==> src/rtl/apb_master_arbiter.sv <==
// Two-requester APB master: round-robin arbitration between command ports, an
// IDLE/SETUP/ACCESS bus sequencer, one response per command, and a wait-state timeout.
module apb_master_arbiter #(
    parameter int ADDR_WIDTH = 8,
    parameter int DATA_WIDTH = 32,
    parameter int TIMEOUT    = 16
) (
    input  logic                    Pclk,
    input  logic                    Presetn,
    input  logic [1:0]              req_valid,
    input  logic [1:0]              req_write,
    input  logic [2*ADDR_WIDTH-1:0] req_addr,
    input  logic [2*DATA_WIDTH-1:0] req_wdata,
    output logic [1:0]              req_ready,
    output logic [1:0]              rsp_valid,
    output logic [DATA_WIDTH-1:0]   rsp_rdata,
    output logic                    rsp_err,
    output logic                    Psel,
    output logic                    Penable,
    output logic                    Pwrite,
    output logic [ADDR_WIDTH-1:0]   Paddr,
    output logic [DATA_WIDTH-1:0]   Pwdata,
    input  logic [DATA_WIDTH-1:0]   Prdata,
    input  logic                    Pready,
    input  logic                    Pslverr
);

    typedef enum logic [1:0] {
        ST_IDLE   = 2'd0,
        ST_SETUP  = 2'd1,
        ST_ACCESS = 2'd2
    } state_t;

    localparam int CW = (TIMEOUT > 1) ? $clog2(TIMEOUT) : 1;
    localparam logic [CW-1:0] TO_LAST = CW'((TIMEOUT > 0) ? (TIMEOUT - 1) : 0);

    state_t                  state_r;
    state_t                  state_nxt_s;
    logic                    ptr_r;
    logic                    gnt_r;
    logic [CW-1:0]           cnt_r;
    logic                    psel_r;
    logic                    penable_r;
    logic                    pwrite_r;
    logic [ADDR_WIDTH-1:0]   paddr_r;
    logic [DATA_WIDTH-1:0]   pwdata_r;
    logic [1:0]              rsp_valid_r;
    logic                    rsp_err_r;
    logic [DATA_WIDTH-1:0]   rsp_rdata_r;

    logic                    gnt_s;
    logic                    timeout_s;
    logic                    done_s;
    logic                    accept_s;

    // Arbitration, completion detection and next-state selection
    always_comb begin
        gnt_s       = 1'b0;
        timeout_s   = 1'b0;
        done_s      = 1'b0;
        accept_s    = 1'b0;
        req_ready   = 2'b00;
        state_nxt_s = state_r;

        if (req_valid[ptr_r]) begin
            gnt_s = ptr_r;
        end else begin
            gnt_s = ~ptr_r;
        end

        if ((TIMEOUT > 0) && (state_r == ST_ACCESS) && !Pready && (cnt_r == TO_LAST)) begin
            timeout_s = 1'b1;
        end else begin
            timeout_s = 1'b0;
        end

        done_s = (state_r == ST_ACCESS) && (Pready || timeout_s);
        // Gated by Presetn so req_ready is also forced low while reset is asserted.
        accept_s = Presetn && (|req_valid) && ((state_r == ST_IDLE) || done_s);

        if (accept_s) begin
            req_ready = gnt_s ? 2'b10 : 2'b01;
        end else begin
            req_ready = 2'b00;
        end

        case (state_r)
            ST_IDLE: begin
                if (accept_s) begin
                    state_nxt_s = ST_SETUP;
                end else begin
                    state_nxt_s = ST_IDLE;
                end
            end
            ST_SETUP: begin
                state_nxt_s = ST_ACCESS;
            end
            ST_ACCESS: begin
                if (accept_s) begin
                    state_nxt_s = ST_SETUP;
                end else if (done_s) begin
                    state_nxt_s = ST_IDLE;
                end else begin
                    state_nxt_s = ST_ACCESS;
                end
            end
            default: begin
                state_nxt_s = ST_IDLE;
            end
        endcase
    end

    // State register and registered bus control strobes
    always_ff @(posedge Pclk or negedge Presetn) begin
        if (!Presetn) begin
            state_r   <= ST_IDLE;
            psel_r    <= 1'b0;
            penable_r <= 1'b0;
        end else begin
            state_r   <= state_nxt_s;
            psel_r    <= (state_nxt_s != ST_IDLE);
            penable_r <= (state_nxt_s == ST_ACCESS);
        end
    end

    // Command capture on acceptance; bus fields hold their value otherwise
    always_ff @(posedge Pclk or negedge Presetn) begin
        if (!Presetn) begin
            ptr_r    <= 1'b0;
            gnt_r    <= 1'b0;
            pwrite_r <= 1'b0;
            paddr_r  <= {ADDR_WIDTH{1'b0}};
            pwdata_r <= {DATA_WIDTH{1'b0}};
        end else if (accept_s) begin
            ptr_r    <= ~gnt_s;
            gnt_r    <= gnt_s;
            pwrite_r <= req_write[gnt_s];
            paddr_r  <= gnt_s ? req_addr[2*ADDR_WIDTH-1:ADDR_WIDTH] : req_addr[ADDR_WIDTH-1:0];
            pwdata_r <= gnt_s ? req_wdata[2*DATA_WIDTH-1:DATA_WIDTH] : req_wdata[DATA_WIDTH-1:0];
        end else begin
            ptr_r    <= ptr_r;
            gnt_r    <= gnt_r;
            pwrite_r <= pwrite_r;
            paddr_r  <= paddr_r;
            pwdata_r <= pwdata_r;
        end
    end

    // Wait-state counter: cleared in SETUP, counts not-ready ACCESS cycles
    always_ff @(posedge Pclk or negedge Presetn) begin
        if (!Presetn) begin
            cnt_r <= {CW{1'b0}};
        end else if (state_r == ST_SETUP) begin
            cnt_r <= {CW{1'b0}};
        end else if ((state_r == ST_ACCESS) && !Pready) begin
            cnt_r <= cnt_r + 1'b1;
        end else begin
            cnt_r <= cnt_r;
        end
    end

    // One-cycle response pulse following the completing ACCESS cycle
    always_ff @(posedge Pclk or negedge Presetn) begin
        if (!Presetn) begin
            rsp_valid_r <= 2'b00;
            rsp_err_r   <= 1'b0;
            rsp_rdata_r <= {DATA_WIDTH{1'b0}};
        end else if (done_s) begin
            rsp_valid_r <= gnt_r ? 2'b10 : 2'b01;
            rsp_err_r   <= timeout_s | Pslverr;
            rsp_rdata_r <= (Pready && !pwrite_r) ? Prdata : {DATA_WIDTH{1'b0}};
        end else begin
            rsp_valid_r <= 2'b00;
            rsp_err_r   <= 1'b0;
            rsp_rdata_r <= {DATA_WIDTH{1'b0}};
        end
    end

    assign Psel      = psel_r;
    assign Penable   = penable_r;
    assign Pwrite    = pwrite_r;
    assign Paddr     = paddr_r;
    assign Pwdata    = pwdata_r;
    assign rsp_valid = rsp_valid_r;
    assign rsp_err   = rsp_err_r;
    assign rsp_rdata = rsp_rdata_r;

endmodule

==> config.mk <==
export PLATFORM = sky130hd
export DESIGN_NAME = apb_master_arbiter
export DESIGN_NICKNAME = d
export VERILOG_FILES = /design/src/rtl/apb_master_arbiter.sv
export SDC_FILE = /design/constraint.sdc
export NUM_CORES = 1
export LEC_CHECK = 0
export ABC_AREA = 1
export CAP_MARGIN = 5
export CORE_MARGIN = 10
export CORE_UTILIZATION = 37
export CTS_BUF_LIST = sky130_fd_sc_hd__clkbuf_4 sky130_fd_sc_hd__clkbuf_8 sky130_fd_sc_hd__clkbuf_16
export CTS_CLUSTER_DIAMETER = 80
export DETAILED_ROUTE_END_ITERATION = 8
export PLACE_DENSITY_LB_ADDON = 0.3
export RECOVER_POWER = 50
export SYNTH_ARGS = -nofsm -noshare
export SYNTH_HDL_FRONTEND = slang
export SYNTH_SLANG_ARGS = --single-unit
export TNS_END_PERCENT = 5
==> constraint.sdc <==
create_clock -name Pclk -period 1.3 [get_ports Pclk]
set_input_delay 0.26 -clock Pclk [delete_from_list [all_inputs] [get_ports Pclk]]
set_output_delay 0.26 -clock Pclk [all_outputs]
set_load 0.005 [all_outputs]
Word-level counts from Yosys, hierarchy flattened

Cells that the tools add are included.

Register bits: 86
Latch bits: 0
RAM bits: 0
Bits in read-only memories: 0
Input port bits: 120
Output and inout bits: 80
Logic and storage cells: 57
Memories: 0

$add $sub $neg: 1
Multiply operators: 0
Divide/modulo/power cells: 0
Magnitude comparators: 2
Equality and inequality tests: 4
Shift operators: 0
Mux-type cells: 21
Bitwise gates (word level): 3
Reductions and logical operators: 14

Operator list:

| cell                | count |
|---|---|
| $mux 32             | 3 |
| $mux 2              | 6 |
| $mux 1              | 8 |
| $mux 4              | 2 |
| $mux 8              | 1 |
| $logic_and 1x1->1   | 6 |
| $pmux 2 s3          | 1 |
| $add 4x1->4 const B | 1 |
| $eq 2x2->1 const B  | 2 |
| $eq 4x4->1 const B  | 1 |
| $lt 1x2->1 const B  | 2 |
| $reduce_bool 2->1   | 2 |
| $eq 2x1->1 const B  | 1 |
| $logic_not 1->1     | 2 |
| $logic_not 2->1     | 1 |
| $logic_or 1x1->1    | 2 |
| $not 1->1           | 2 |
| $reduce_or 2->1     | 1 |
| $or 1x1->1          | 1 |

Logic depth before layout (Yosys ltp)

Depth in word-level cells: 11
Mapped depth: 8
Depth with buffers taken out: 8

Least setup slack after synthesis

OpenSTA, ideal clock, no wires.

Path kind: register -> register
Start: reg cnt_r[0]
End: reg psel_r (netlist: Psel)
Setup time: 0.131 ns
Data arrival time: 1.195 ns
Data required time: 1.169 ns
Setup slack: -0.026 ns
Cell stages (with the launch flop): 7
Buffers on the path: 1
Clock period less this slack: 1.326 ns
Cells stage by stage: dfrtp_1 > ha_1 > nand3_4 > nand3_4 > nand2_4 > buf_6 > nand3_1

Longest elaborated chain between the ends: 10
Elaborated cells between the ends (all ways): 12
Those cells by class: 1 x eq/ne; 5 x mux; 6 x reduce/logical

RTL lines:

| what                                    | line   | RTL |
|---|---|---|
| start: declaration                      | 41     | `logic [CW-1:0] cnt_r;` |
| start signal: assignment                | 152    | `cnt_r <= {CW{1'b0}};` |
| start signal: assignment                | 154    | `cnt_r <= {CW{1'b0}};` |
| start signal: assignment                | 156    | `cnt_r <= cnt_r + 1'b1;` |
| $eq 4x4->1 *                            | 71     | `if ((TIMEOUT > 0) && (state_r == ST_ACCESS) && !Pready && (cnt_r == TO_LAST)) begin` |
| $logic_and 1x1->1 *                     | 71     |  |
| $mux 1 *                                | 71     |  |
| $logic_or 1x1->1 *                      | 77     | `done_s = (state_r == ST_ACCESS) && (Pready \|\| timeout_s);` |
| $logic_and 1x1->1 *                     | 77     |  |
| $logic_or 1x1->1                        | 79     | `accept_s = Presetn && (\|req_valid) && ((state_r == ST_IDLE) \|\| done_s);` |
| $logic_and 1x1->1                       | 79     |  |
| $mux 2 / $mux 1 (equally long branches) | 99, 89 |  |
| $pmux 2 s3 *                            | 87     | `case (state_r)` |
| $reduce_bool 2->1 *                     | 121    | `psel_r <= (state_nxt_s != ST_IDLE);` |
| end signal: assignment                  | 121    |  |
| end: declaration                        | 42     | `logic psel_r;` |

Mark *: on every way between the ends. The rest lies on a longest branch, timed or not.
A chain may end at the register's enable or synchronous reset.

Worst setup path in the final report

Start: reg state_r[0]
End: out req_ready[1]

Longest elaborated chain between the ends: 9
Elaborated cells between the ends (all ways): 10
Those cells by class: 1 x eq/ne; 2 x mux; 7 x reduce/logical

RTL lines:

| what                           | line   | RTL |
|---|---|---|
| start: declaration             | 37     | `state_t state_r;` |
| start signal: assignment       | 120    | `state_r <= state_nxt_s;` |
| $eq 2x2->1                     | 71, 77 |  |
| $logic_and 1x1->1 (2 in a row) | 71     |  |
| $mux 1                         | 71     |  |
| $logic_or 1x1->1               | 77     |  |
| $logic_and 1x1->1              | 77     |  |
| $logic_or 1x1->1 *             | 79     |  |
| $logic_and 1x1->1 *            | 79     |  |
| $mux 2 *                       | 81     | `if (accept_s) begin` |
| end: declaration               | 14     | `output logic [1:0] req_ready,` |

Marked as above.

==> impl_metrics.py <==
metrics = {
    "min_path": {
        "hp-class": "input pin to asynchronous set/reset pin",
    },
    "worst_setup_path": {
        "critPathArrivalTime_ps": 1390,
        "startpoint_type": "flop",
        "end_kind": "output pin",
        "critical_path_class": "flop to output pin",
        "path_max_fanout": 4,
        "cp.required_ps": 1040,
    },
    "global_routing": {
        "grt_pass1_wl_um": 22900,
        "grt_max_degree": 87,
        "overflow": 0,
        "antenna_found_initial": 0,
        "grt_pass1_vias": 4209,
        "grt_usage": 0.177,
    },
    "clock_network": {
        "cts_root_buf": "clkbuf_8",
        "clk_path_buf_depth": 2,
        "clkTransAtPathRegs_ps": 90,
        "clk_latency_ps": 350,
        "tritoncts.num_buffers": 9,
        "htree_levels": 3,
        "cts_tree": "done",
        "cts_hold_buf": 0,
        "clock-sinks": 86,
    },
    "drt": {
        "ant_nets": 0,
        "drc_errors": 0,
        "post_drt_wl_per_cell_um": 16.5,
        "vias": 4137,
        "drt-total-wl_um": 14100,
        "vias_per_cell": 4.87,
        "drt_iter0_drc": 223,
        "first_pass_iters": 5,
    },
    "finish": {
        "antennaDiodeCount": 0,
        "fin_nets": 826,
        "utilization": 0.619,
        "drive_gt1_frac": 0.115,
        "area_delta_synth_final_pct": 63.7,
        "final_cell_mix": "nand3_1, nand2_1, clkdlybuf4s50_1, dfrtp_1, clkdlybuf4s15_1",
        "mostFrequentLayoutCell": "nand3_1",
        "fin_cells": 850,
    },
    "timing": {
        "hold_violations": 0,
        "period_minus_slack_ps": 1650,
        "rsz0062_at_grt": "yes",
        "fin_ws_ps": -351,
        "fin_crit_sh": 1.27,
        "finalSetupViolCount": 82,
        "slew_viol_final": 0,
        "hold_ws_ps": 282,
        "fin_skew_ps": 7.28,
        "fmax_mhz": 606,
        "timing.slew.headroom": 0.215,
        "worst_pin_slew_ps": 1180,
    },
    "floorplan": {
        "core_area_sq_mm": 0.0108,
        "rows": 38,
        "initial_core_util": 0.378,
        "dieHeight_um": 125,
        "io_pins": 200,
        "die_w_um": 125,
        "dieArea_sq_mm": 0.0157,
    },
    "synth": {
        "synth.cell_area_sq_mm": 0.00410,
        "syn_area_per_cell_sq_um": 8.33,
        "synth_edf_count": 0,
        "ys_seq_area_frac": 0.525,
        "synth_flop_cell": "dfrtp_1",
        "async_flop_share": 1.00,
        "netlist_instances": 492,
        "synth_warnings": 0,
        "ys_ff_latch": 86,
        "synth.net_count": 613,
        "synth_cell_type_count": 19,
    },
    "placed_design": {
        "gp_congestion": 0.896,
        "dp_hpwl_um": 10300,
        "portBuffers": 199,
        "dp_cells": 826,
    },
    "run": {
        "max-cap-violations": 0,
    },
    "status": {
        "violations": "negative setup slack",
        "status": "complete, but fails checks",
    },
    "power_and_ir_drop": {
        "totalPowerFinal_mw": 9.33,
        "power_leakage_nw": 3.67,
        "ir_drop_uv": 684,
        "power_density_mw_per_mm2": 1390,
    },
}
[through the flow]
step,cell area (sq um),setup WS (ps),setup TNS [ps]
2_1_floorplan,4100,20.3,0
3_3_place_gp,6320,-677,-35420
3_5_place_dp,6320,-695,-39350
4_1_cts,6630,-387,-19920
5_1_grt,6710,-424,-24730
6_report,6710,-351,-16860
[worst max-delay path, cell delays in order (launching register included)]
cell	delay, ps
dfrtp_1	380
inv_2	70
nand2_1	90
a21oi_4	200
nand3_2	120
inv_1	60
buf_2	120
[final timing paths]
path,from,end,slack [ps],cells past startpoint
max,state_r[0],req_ready[1],-350,6
min,Presetn,Pwdata[9],280,2
max reg2reg,cnt_r[1],Paddr[5],-320,9
min reg2reg,Pwdata[17],Pwdata[17],480,2
max in group asynchronous,Presetn,Paddr[3],260,2
min in group Pclk,Presetn,ptr_r,440,6
[sequential cells by signal, summed over array words and instances, names as in the netlist]
| signal | flops |
|---|---|
| Paddr | 8 |
| Pwrite | 1 |
| Penable | 1 |
| rsp_valid | 2 |
| Pwdata | 32 |
| rsp_err | 1 |
| state_r | 2 |
| cnt_r | 4 |
| gnt_r | 1 |
| ptr_r | 1 |
| rsp_rdata | 32 |
| Psel | 1 |
[cell usage after synthesis, types with 2 or more instances]
library cell / n / area (sq um)
nor2_1: 7 / 26.3
dfrtp_1: 86 / 2150
inv_1: 45 / 169
buf_6: 7 / 78.8
nand3_2: 10 / 100
nand3_1: 151 / 756
nand3_4: 2 / 35.0
a21oi_4: 2 / 32.5
nand2_1: 147 / 552
buf_2: 26 / 130
[final cells by class]
type	instances	area, sq um
Multi-Input combinational cell	325	1600
Fill cell	930	4130
Tap cell	140	175
Clock buffer	10	138
Sequential cell	86	2150
Clock inverter	6	133
Inverter	46	173
Timing Repair Buffer	237	2340
[report_power, final]
group | switching [mW] | total, mW | internal, mW
combinational | 1.67 | 3.35 | 1.69
sequential | 0.287 | 3.48 | 3.20
clock | 0.968 | 2.49 | 1.52
[cell families after synthesis]
logic type	count (synthesis)	synth area share
and+or+nand+nor	320	0.364
muxes	1	0.00244
AOI/OAI and AO/OA	3	0.00916
DFF	86	0.525
buffers and inverters	81	0.0959
adders and majority gates	1	0.00305
[metal layers]
metal | vias up | wire, um | GRT usage
met5 | - | 0 | 0
met1 | 1926 | 5910 | 0.212
met3 | 15 | 1580 | 0.0782
met4 | 0 | 199 | 0.0589
met2 | 189 | 6360 | 0.276
li1 | 2007 | - | -
[timing repair]
action | CTS | global route
buffers inserted | 6 | 0
resized for setup | 103 | 44
setup endpoints to repair | 158 | 122
gates cloned | 2 | 0
pin swaps | 3 | 2
Power figures use the tool's default switching activity.
